### config.mk
export PLATFORM = sky130hd
export DESIGN_NAME = mem_access_drain
export DESIGN_NICKNAME = d
export VERILOG_FILES = /design/src/rtl/mem_access_pkg.sv /design/src/rtl/time_due_cmp.sv /design/src/rtl/mem_access_drain.sv
export SDC_FILE = /design/constraint.sdc
export NUM_CORES = 1
export LEC_CHECK = 0
export CORE_MARGIN = 4
export CORE_UTILIZATION = 48
export DETAILED_ROUTE_END_ITERATION = 16
export PLACE_DENSITY = 0.91
export SETUP_SLACK_MARGIN = 0.2
export SLEW_MARGIN = 20
export SYNTH_ARGS = -nofsm -noshare
export SYNTH_HDL_FRONTEND = slang
export SYNTH_SLANG_ARGS = --single-unit
### constraint.sdc
create_clock -name clk -period 2.9 [get_ports clk]
set_input_delay 0.58 -clock clk [delete_from_list [all_inputs] [get_ports clk]]
set_output_delay 0.58 -clock clk [all_outputs]
set_load 0.01 [all_outputs]
### src/rtl/mem_access_pkg.sv
// Shared sizes and state encoding for the delayed memory-access drain path.
package mem_access_pkg;

   localparam int SIZE_COUNT   = 16;
   localparam int SIZE_RAM_LOG = 5;
   localparam int SIZE_ADDR    = 32;

   // Width of one FIFO head bundle: bank select plus in-time and out-time.
   localparam int SIZE_BUNDLE  = SIZE_RAM_LOG + 2 * SIZE_COUNT;

   typedef enum logic [1:0] {
      IDLE  = 2'd0,
      WAIT  = 2'd1,
      ISSUE = 2'd2
   } state_t;

endpackage

### src/rtl/time_due_cmp.sv
// Wrap-safe "has count reached stamp" compare on free-running time stamps.
// Valid while stamp lies within half the counter range of count.
module time_due_cmp
   import mem_access_pkg::*;
#(
   parameter int W = SIZE_COUNT
) (
   input  logic [W-1:0] count,
   input  logic [W-1:0] stamp,
   output logic         due
);

   logic [W-1:0] diff;

   // Modular difference; a clear sign bit means count is at or past stamp.
   always_comb begin
      diff = count - stamp;
      due  = ~diff[W-1];
   end

endmodule

### src/rtl/mem_access_drain.sv
// Read-side engine of the delayed memory-access FIFO: pops the head, holds it
// until its out-time, issues it with valid/ready and reports latency/lateness.
module mem_access_drain
   import mem_access_pkg::*;
#(
   parameter int SIZE_COUNT   = mem_access_pkg::SIZE_COUNT,
   parameter int SIZE_RAM_LOG = mem_access_pkg::SIZE_RAM_LOG,
   parameter int SIZE_ADDR    = mem_access_pkg::SIZE_ADDR
) (
   input  logic                    clk,
   input  logic                    reset,
   input  logic                    stall_i,
   input  logic [SIZE_COUNT-1:0]   count,
   input  logic                    head_valid_i,
   input  logic [SIZE_RAM_LOG-1:0] head_ram_i,
   input  logic [SIZE_COUNT-1:0]   head_in_time_i,
   input  logic [SIZE_COUNT-1:0]   head_out_time_i,
   input  logic [SIZE_ADDR-1:0]    head_addr_i,
   output logic                    o,
   output logic                    req_valid_o,
   input  logic                    req_ready_i,
   output logic [SIZE_RAM_LOG-1:0] req_ram_o,
   output logic [SIZE_ADDR-1:0]    req_addr_o,
   output logic                    lat_valid_o,
   output logic [SIZE_COUNT-1:0]   lat_o,
   output logic [SIZE_COUNT-1:0]   late_o
);

   // Index 0 compares against the latched entry, index 1 against the FIFO head.
   localparam int CMP_CUR  = 0;
   localparam int CMP_HEAD = 1;

   state_t                  state_reg;
   logic [SIZE_RAM_LOG-1:0] ram_reg;
   logic [SIZE_COUNT-1:0]   in_time_reg;
   logic [SIZE_COUNT-1:0]   out_time_reg;
   logic [SIZE_ADDR-1:0]    addr_reg;
   logic                    req_valid_reg;
   logic                    lat_valid_reg;
   logic [SIZE_COUNT-1:0]   lat_reg;
   logic [SIZE_COUNT-1:0]   late_reg;

   logic [SIZE_COUNT-1:0]   stamp [2];
   logic [1:0]              due_vec;
   logic                    due_cur;
   logic                    due_head;
   logic                    handshake;
   logic                    latch;
   logic [SIZE_COUNT-1:0]   late_diff;
   logic [SIZE_COUNT-1:0]   lat_diff;

   assign stamp[CMP_CUR]  = out_time_reg;
   assign stamp[CMP_HEAD] = head_out_time_i;

   generate
      for (genvar gi = 0; gi < 2; gi++) begin : g_due
         time_due_cmp #(
            .W (SIZE_COUNT)
         ) u_due (
            .count (count),
            .stamp (stamp[gi]),
            .due   (due_vec[gi])
         );
      end
   endgenerate

   // Handshake and pop decision; a pop can only happen when the slot is free
   // or is being freed this very cycle, and never while stalled or in reset.
   always_comb begin
      due_cur   = due_vec[CMP_CUR];
      due_head  = due_vec[CMP_HEAD];
      handshake = req_valid_reg & req_ready_i;
      latch     = head_valid_i & ~stall_i & ~reset &
                  ((state_reg == IDLE) | ((state_reg == ISSUE) & handshake));
      late_diff = count - out_time_reg;
      lat_diff  = count - in_time_reg;
   end

   assign o           = latch;
   assign req_valid_o = req_valid_reg;
   assign req_ram_o   = ram_reg;
   assign req_addr_o  = addr_reg;
   assign lat_valid_o = lat_valid_reg;
   assign lat_o       = lat_reg;
   assign late_o      = late_reg;

   // Entry capture on pop and latency/lateness capture on handshake.
   always_ff @(posedge clk) begin
      if (reset) begin
         ram_reg       <= '0;
         in_time_reg   <= '0;
         out_time_reg  <= '0;
         addr_reg      <= '0;
         lat_valid_reg <= 1'b0;
         lat_reg       <= '0;
         late_reg      <= '0;
      end else begin
         lat_valid_reg <= handshake;
         if (handshake) begin
            lat_reg  <= lat_diff;
            late_reg <= due_cur ? late_diff : '0;
         end
         if (latch) begin
            ram_reg      <= head_ram_i;
            in_time_reg  <= head_in_time_i;
            out_time_reg <= head_out_time_i;
            addr_reg     <= head_addr_i;
         end
      end
   end

   // Drain FSM: IDLE -> (WAIT until due) -> ISSUE until handshake, chaining
   // straight into the next head when it is popped in the handshake cycle.
   always_ff @(posedge clk) begin
      if (reset) begin
         state_reg     <= IDLE;
         req_valid_reg <= 1'b0;
      end else begin
         case (state_reg)
            IDLE: begin
               if (latch) begin
                  state_reg     <= due_head ? ISSUE : WAIT;
                  req_valid_reg <= due_head;
               end
            end
            WAIT: begin
               if (~stall_i & due_cur) begin
                  state_reg     <= ISSUE;
                  req_valid_reg <= 1'b1;
               end
            end
            ISSUE: begin
               if (handshake) begin
                  if (latch) begin
                     state_reg     <= due_head ? ISSUE : WAIT;
                     req_valid_reg <= due_head;
                  end else begin
                     state_reg     <= IDLE;
                     req_valid_reg <= 1'b0;
                  end
               end
            end
            default: begin
               state_reg     <= IDLE;
               req_valid_reg <= 1'b0;
            end
         endcase
      end
   end

endmodule

== Word level (Yosys, flattened, before mapping) ==
Cells that the tools add are included.
Storage, ports and cells
  input bits: 90
  flip-flop bits (word level): 105
  output and inout port bits: 72
  logic and storage cells: 42
Cells by class
  eq/ne operators: 5
  bitwise gates (word level): 11
  add/subtract/negate cells: 3
  mux-type cells: 12
  reduce and logical (&&, ||, !) cells: 2
Operator list (number)
  subtractor 16 bit: 3
  two-way mux 15 bit: 1
  two-way mux 2 bit: 5
  AND 1 bit: 6
  != test 2 bit, second input constant: 3
  one-hot mux 2 bit (3 select lines): 1
  two-way mux 1 bit: 4
  NOT 1 bit: 4
  one-hot mux 1 bit (3 select lines): 1
  AND reduction 3 bit: 1
  == test 2 x 1 -> 1 bit, second input constant: 1
  == test 2 bit, second input constant: 1
  logical NOT 2 bit: 1
  OR 1 bit: 1

== Depth between registers and ports, before layout ==
  depth in word-level cells: 7
  depth in mapped cells: 11
  gate-level depth less buffers: 11

== Cells and area by module ==
Synthesis repeated with hierarchy kept, for this count alone.
Second synthesis, totals
  cells, all modules: 764
  area total of the unflattened synthesis: 5855.6 sq um
Modules (own cells, without submodules)
  mem_access_drain: instances 1, sequential area each 2082.0 sq um, cells each 657, area each 5117.4 sq um
  time_due_cmp at g_due[0].u_due: instances 1, sequential area each 0.0 sq um, cells each 56, area each 370.4 sq um
  time_due_cmp at g_due[1].u_due: instances 1, sequential area each 0.0 sq um, cells each 51, area each 367.9 sq um

== Worst setup path after synthesis ==
OpenSTA, ideal clock, no wires.
  path type: input to register
  from: input port count[0]
  to: register late_reg[14], in the netlist late_o[14]
  library setup time: 0.117 ns
  cell stages on the path: 11
  data arrival time: 2.539 ns
  buffers on the path: 0
  slack: 0.245 ns
  data required time: 2.783 ns
  cell sequence: inv_1 ha_1 inv_1 fa_1 a21o_2 a221o_1 a211oi_2 o211ai_1 a21oi_1 o22ai_1 a22o_1
Between the ends
  word-level cells in the longest chain between the ends: 2
Ends and longest elaborated chain
  start, declared: RTL line mem_access_drain.sv:13  | input logic [SIZE_COUNT-1:0] count,
  subtractor 16 bit: RTL line time_due_cmp.sv:17, mem_access_drain.sv:75
  two-way mux 15 bit: RTL line mem_access_drain.sv:101  | late_reg <= due_cur ? late_diff : '0;
  end signal, assigned: RTL line mem_access_drain.sv:101
  end, declared: RTL line mem_access_drain.sv:41  | logic [SIZE_COUNT-1:0] late_reg;
Every way passes these cells.
A chain may end at the register's enable or synchronous reset.

== Final worst setup path ==
  from: input port count[0]
  to: register late_reg[12], in the netlist late_o[12]
The elaborated chain is that of the path after synthesis.

==> results.json <==
{
  "detail_route.iter0.violations": 299,
  "period_minus_slack_ps": 2630,
  "grt_antenna_before_repair": 0,
  "end_kind": "flop",
  "reg2reg_from": "out_time_reg[0]",
  "syn_area_sq_um": 5350,
  "synth_seq_area_share": 0.385,
  "critPathKind": "primary input to flop",
  "ctsHoldBuffers": 0,
  "finalClockSkew_ps": 11.3,
  "clk_latency_ps": 390,
  "slew_violations": 0,
  "arrival_ps": 2910,
  "first_pass_iters": 5,
  "ys_types": 59,
  "cts_tree": "yes",
  "synth_edf_count": 0,
  "grt_remaining_overflow": 0,
  "min_from": "req_addr_o[12]",
  "yosys_most_used_dff": "dfxtp_1",
  "antenna_left": 0,
  "placed_cells": 993,
  "grt_pass1_vias": 5124,
  "grt_pass1_wl_um": 23900,
  "power_frac_clock": 0.314,
  "path_cells": "dlygate4sd2_1, inv_1, ha_1, inv_1, fa_2, a21o_2, a221o_1, a211oi_2, buf_4, o21ai_0, xor2_1, a22o_1",
  "grt_usage": 0.228,
  "htreeDepth": 3,
  "largest_reg_flops": 32,
  "hpwl_um": 11100,
  "clk_pin_slew_worst_paths_ps": 110,
  "cp-start-kind": "primary input",
  "p_per_area_nw_per_um2": 425,
  "io_pins": 162,
  "crit_top_cell": "inv_1",
  "cpPeakStageDelay_ps": 360,
  "ys_ff_latch": 103,
  "finish.utilization": 0.700,
  "dieArea_sq_um": 12900,
  "routed_wl_um": 14900,
  "initial_utilization": 0.492,
  "syn_nets": 814,
  "setup_viol": 0,
  "crit_start": "count[0]",
  "grt_max_degree": 72,
  "required_ps": 3190,
  "vias": 5339,
  "io_buffers": 160,
  "yosysWarnings": 0,
  "cts_buffers": 9,
  "route.detailed.drc": 0,
  "p_switching_uw": 945,
  "intPower_mw": 2.29,
  "sequentialPowerShare": 0.458,
  "hp-class": "flop to flop",
  "max_freq_mhz": 381,
  "antenna_cells": 0,
  "min_period_over_period": 0.906,
  "syn_area_per_cell_sq_um": 7.89,
  "coreArea_sq_um": 10900,
  "die_h_um": 114,
  "vdd_ir_drop_max_v": 0.000345,
  "root_buffer": "clkbuf_8",
  "cp_max_fo": 2,
  "synthCells": 678,
  "area_growth_pct": 42.3,
  "post_drt_wl_per_cell_um": 14.8,
  "switching_share": 0.292,
  "layout-drive-gt1-share": 0.0940,
  "p_comb_frac": 0.229,
  "status": "finished, final reports clean",
  "rsz0062_at_grt": "yes",
  "hold_viol": 0,
  "stdcell_count": 1012,
  "rows": 38,
  "relSlewSlack": 0.512,
  "die_w_um": 114,
  "critPathTopFamily": "compound AO/OA/AOI/OAI gates",
  "via_per_inst": 5.28,
  "numClockSinks": 103,
  "gp_congestion": 0.851,
  "drv_cap": 0,
  "crit_buf_inv": 4,
  "worst_pin_slew_ps": 732,
  "p_leak_nw": 2.98,
  "worst_path_max_delay_cell": "fa_2",
  "ys_async_sr_fraction": 0,
  "nets": 1003,
  "clockBufferDepth": 2
}
==> placed cells by master (no fill, tap or decap), drive strengths merged, types with 4 or more instances in the layout <==
cell             n
clkdlybuf4s50  156
clkbuf          10
inv             59
o21a             5
a22o            13
dfxtp          103
nand3            8
xnor2           17
o21ai           24
o211ai           4
nor3             4
nand2          166
nand2b          10
and3             5
a31oi            5
xor2             5
a21oi           98
ha              44
a211oi           7
a21o             8
buf             50
nor2            23
==> power by group through the flow <==
stage	Combinational, mW	Clock, mW	Sequential [mW]
detailed placement	0.726	0	1.51
floorplan	0.374	0	1.52
finish	0.740	1.02	1.48
global route	0.814	1.10	1.49
global placement	0.711	0	1.51
CTS	0.733	1.04	1.48
==> cell usage after synthesis (all sizes together), types with 3 or more instances <==
master / count / area (sq um)
o31ai: 3 / 22.5
nand2: 166 / 623
clkbuf: 26 / 97.6
nor2b: 3 / 18.8
a211oi: 7 / 62.6
nor2: 23 / 93.8
nand3: 8 / 40.0
a21oi: 98 / 494
o211ai: 4 / 35.0
nor3b: 3 / 22.5
o21ai: 24 / 124
inv: 54 / 203
a21o: 8 / 61.3
mux2i: 3 / 30.0
and3: 5 / 31.3
xnor2: 17 / 156
dfxtp: 103 / 2060
a22o: 13 / 115
or3: 3 / 18.8
xor2: 5 / 43.8
a31oi: 5 / 46.3
nand2b: 10 / 62.6
nand4: 3 / 18.8
nor3: 4 / 20.0
and2: 3 / 18.8
ha: 44 / 551
o21a: 5 / 37.5
buf: 5 / 31.3
==> routing by layer <==
layer / up-vias / global-route usage / share of wire
li1: 2667 / - / -
met1: 2458 / 0.257 / 0.41
met2: 185 / 0.401 / 0.49
met3: 29 / 0.0759 / 0.083
met4: 0 / 0.0809 / 0.023
met5: - / 0 / 0
==> kinds of logic after synthesis <==
logic type                 Yosys count  synth area share
and+or+nand+nor                    236             0.188
AOI/OAI and AO/OA                  182             0.210
DFF                                103             0.385
buffers and inverters               85            0.0619
adders and majority gates           46             0.110
xor gates and xnor gates            22            0.0374
muxes                                3           0.00561
other                                1          0.000701
==> stage by stage <==
| step | hold slack (ps) | instance area (sq um) | setup WS (ps) | power (mW) | TNS [ps] |
|---|---|---|---|---|---|
| 3_5_place_dp | 444 | 7360 | -312 | 2.24 | -2090 |
| 3_3_place_gp | 440 | 7360 | -240 | 2.22 | -1200 |
| 5_1_grt | 480 | 7620 | 174 | 3.40 | 0 |
| 4_1_cts | 460 | 7590 | 239 | 3.26 | 0 |
| 2_1_floorplan | 436 | 5350 | 245 | 1.90 | 0 |
| 6_report | 460 | 7620 | 273 | 3.24 | 0 |
==> repair_timing <==
| action | in CTS | in global routing |
|---|---|---|
| setup buffers | 1 | 2 |
| resized for setup | 3 | 4 |
| pin swaps | 6 | 3 |
| setup endpoints to repair | 3 | 7 |
==> layout make-up <==
cell class	instances	area, sq um
Sequential cell	103	2060
Multi-Input combinational cell	490	2980
Clock buffer	10	138
Fill cell	860	3270
Clock inverter	6	83.8
Inverter	54	203
Timing Repair Buffer	209	1980
Tap cell	140	175
==> worst register-to-register path: stages (launching register included) <==
cell	delay, ps
dfxtp_1	350
ha_1	140
inv_1	60
fa_2	360
a21o_2	240
a221o_1	340
a211oi_2	290
buf_4	150
o21ai_0	80
xor2_1	150
a22o_1	200
==> worst paths after layout <==
kind | to | slack [ps] | depth (start not counted)
worst max-delay path | late_o[12] | 270 | 12
worst min-delay path | req_addr_o[12] | 460 | 2
worst max register to register | late_o[12] | 430 | 10
worst min register to register | req_addr_o[12] | 460 | 2
No activity file was read; power rests on OpenSTA's default activity.
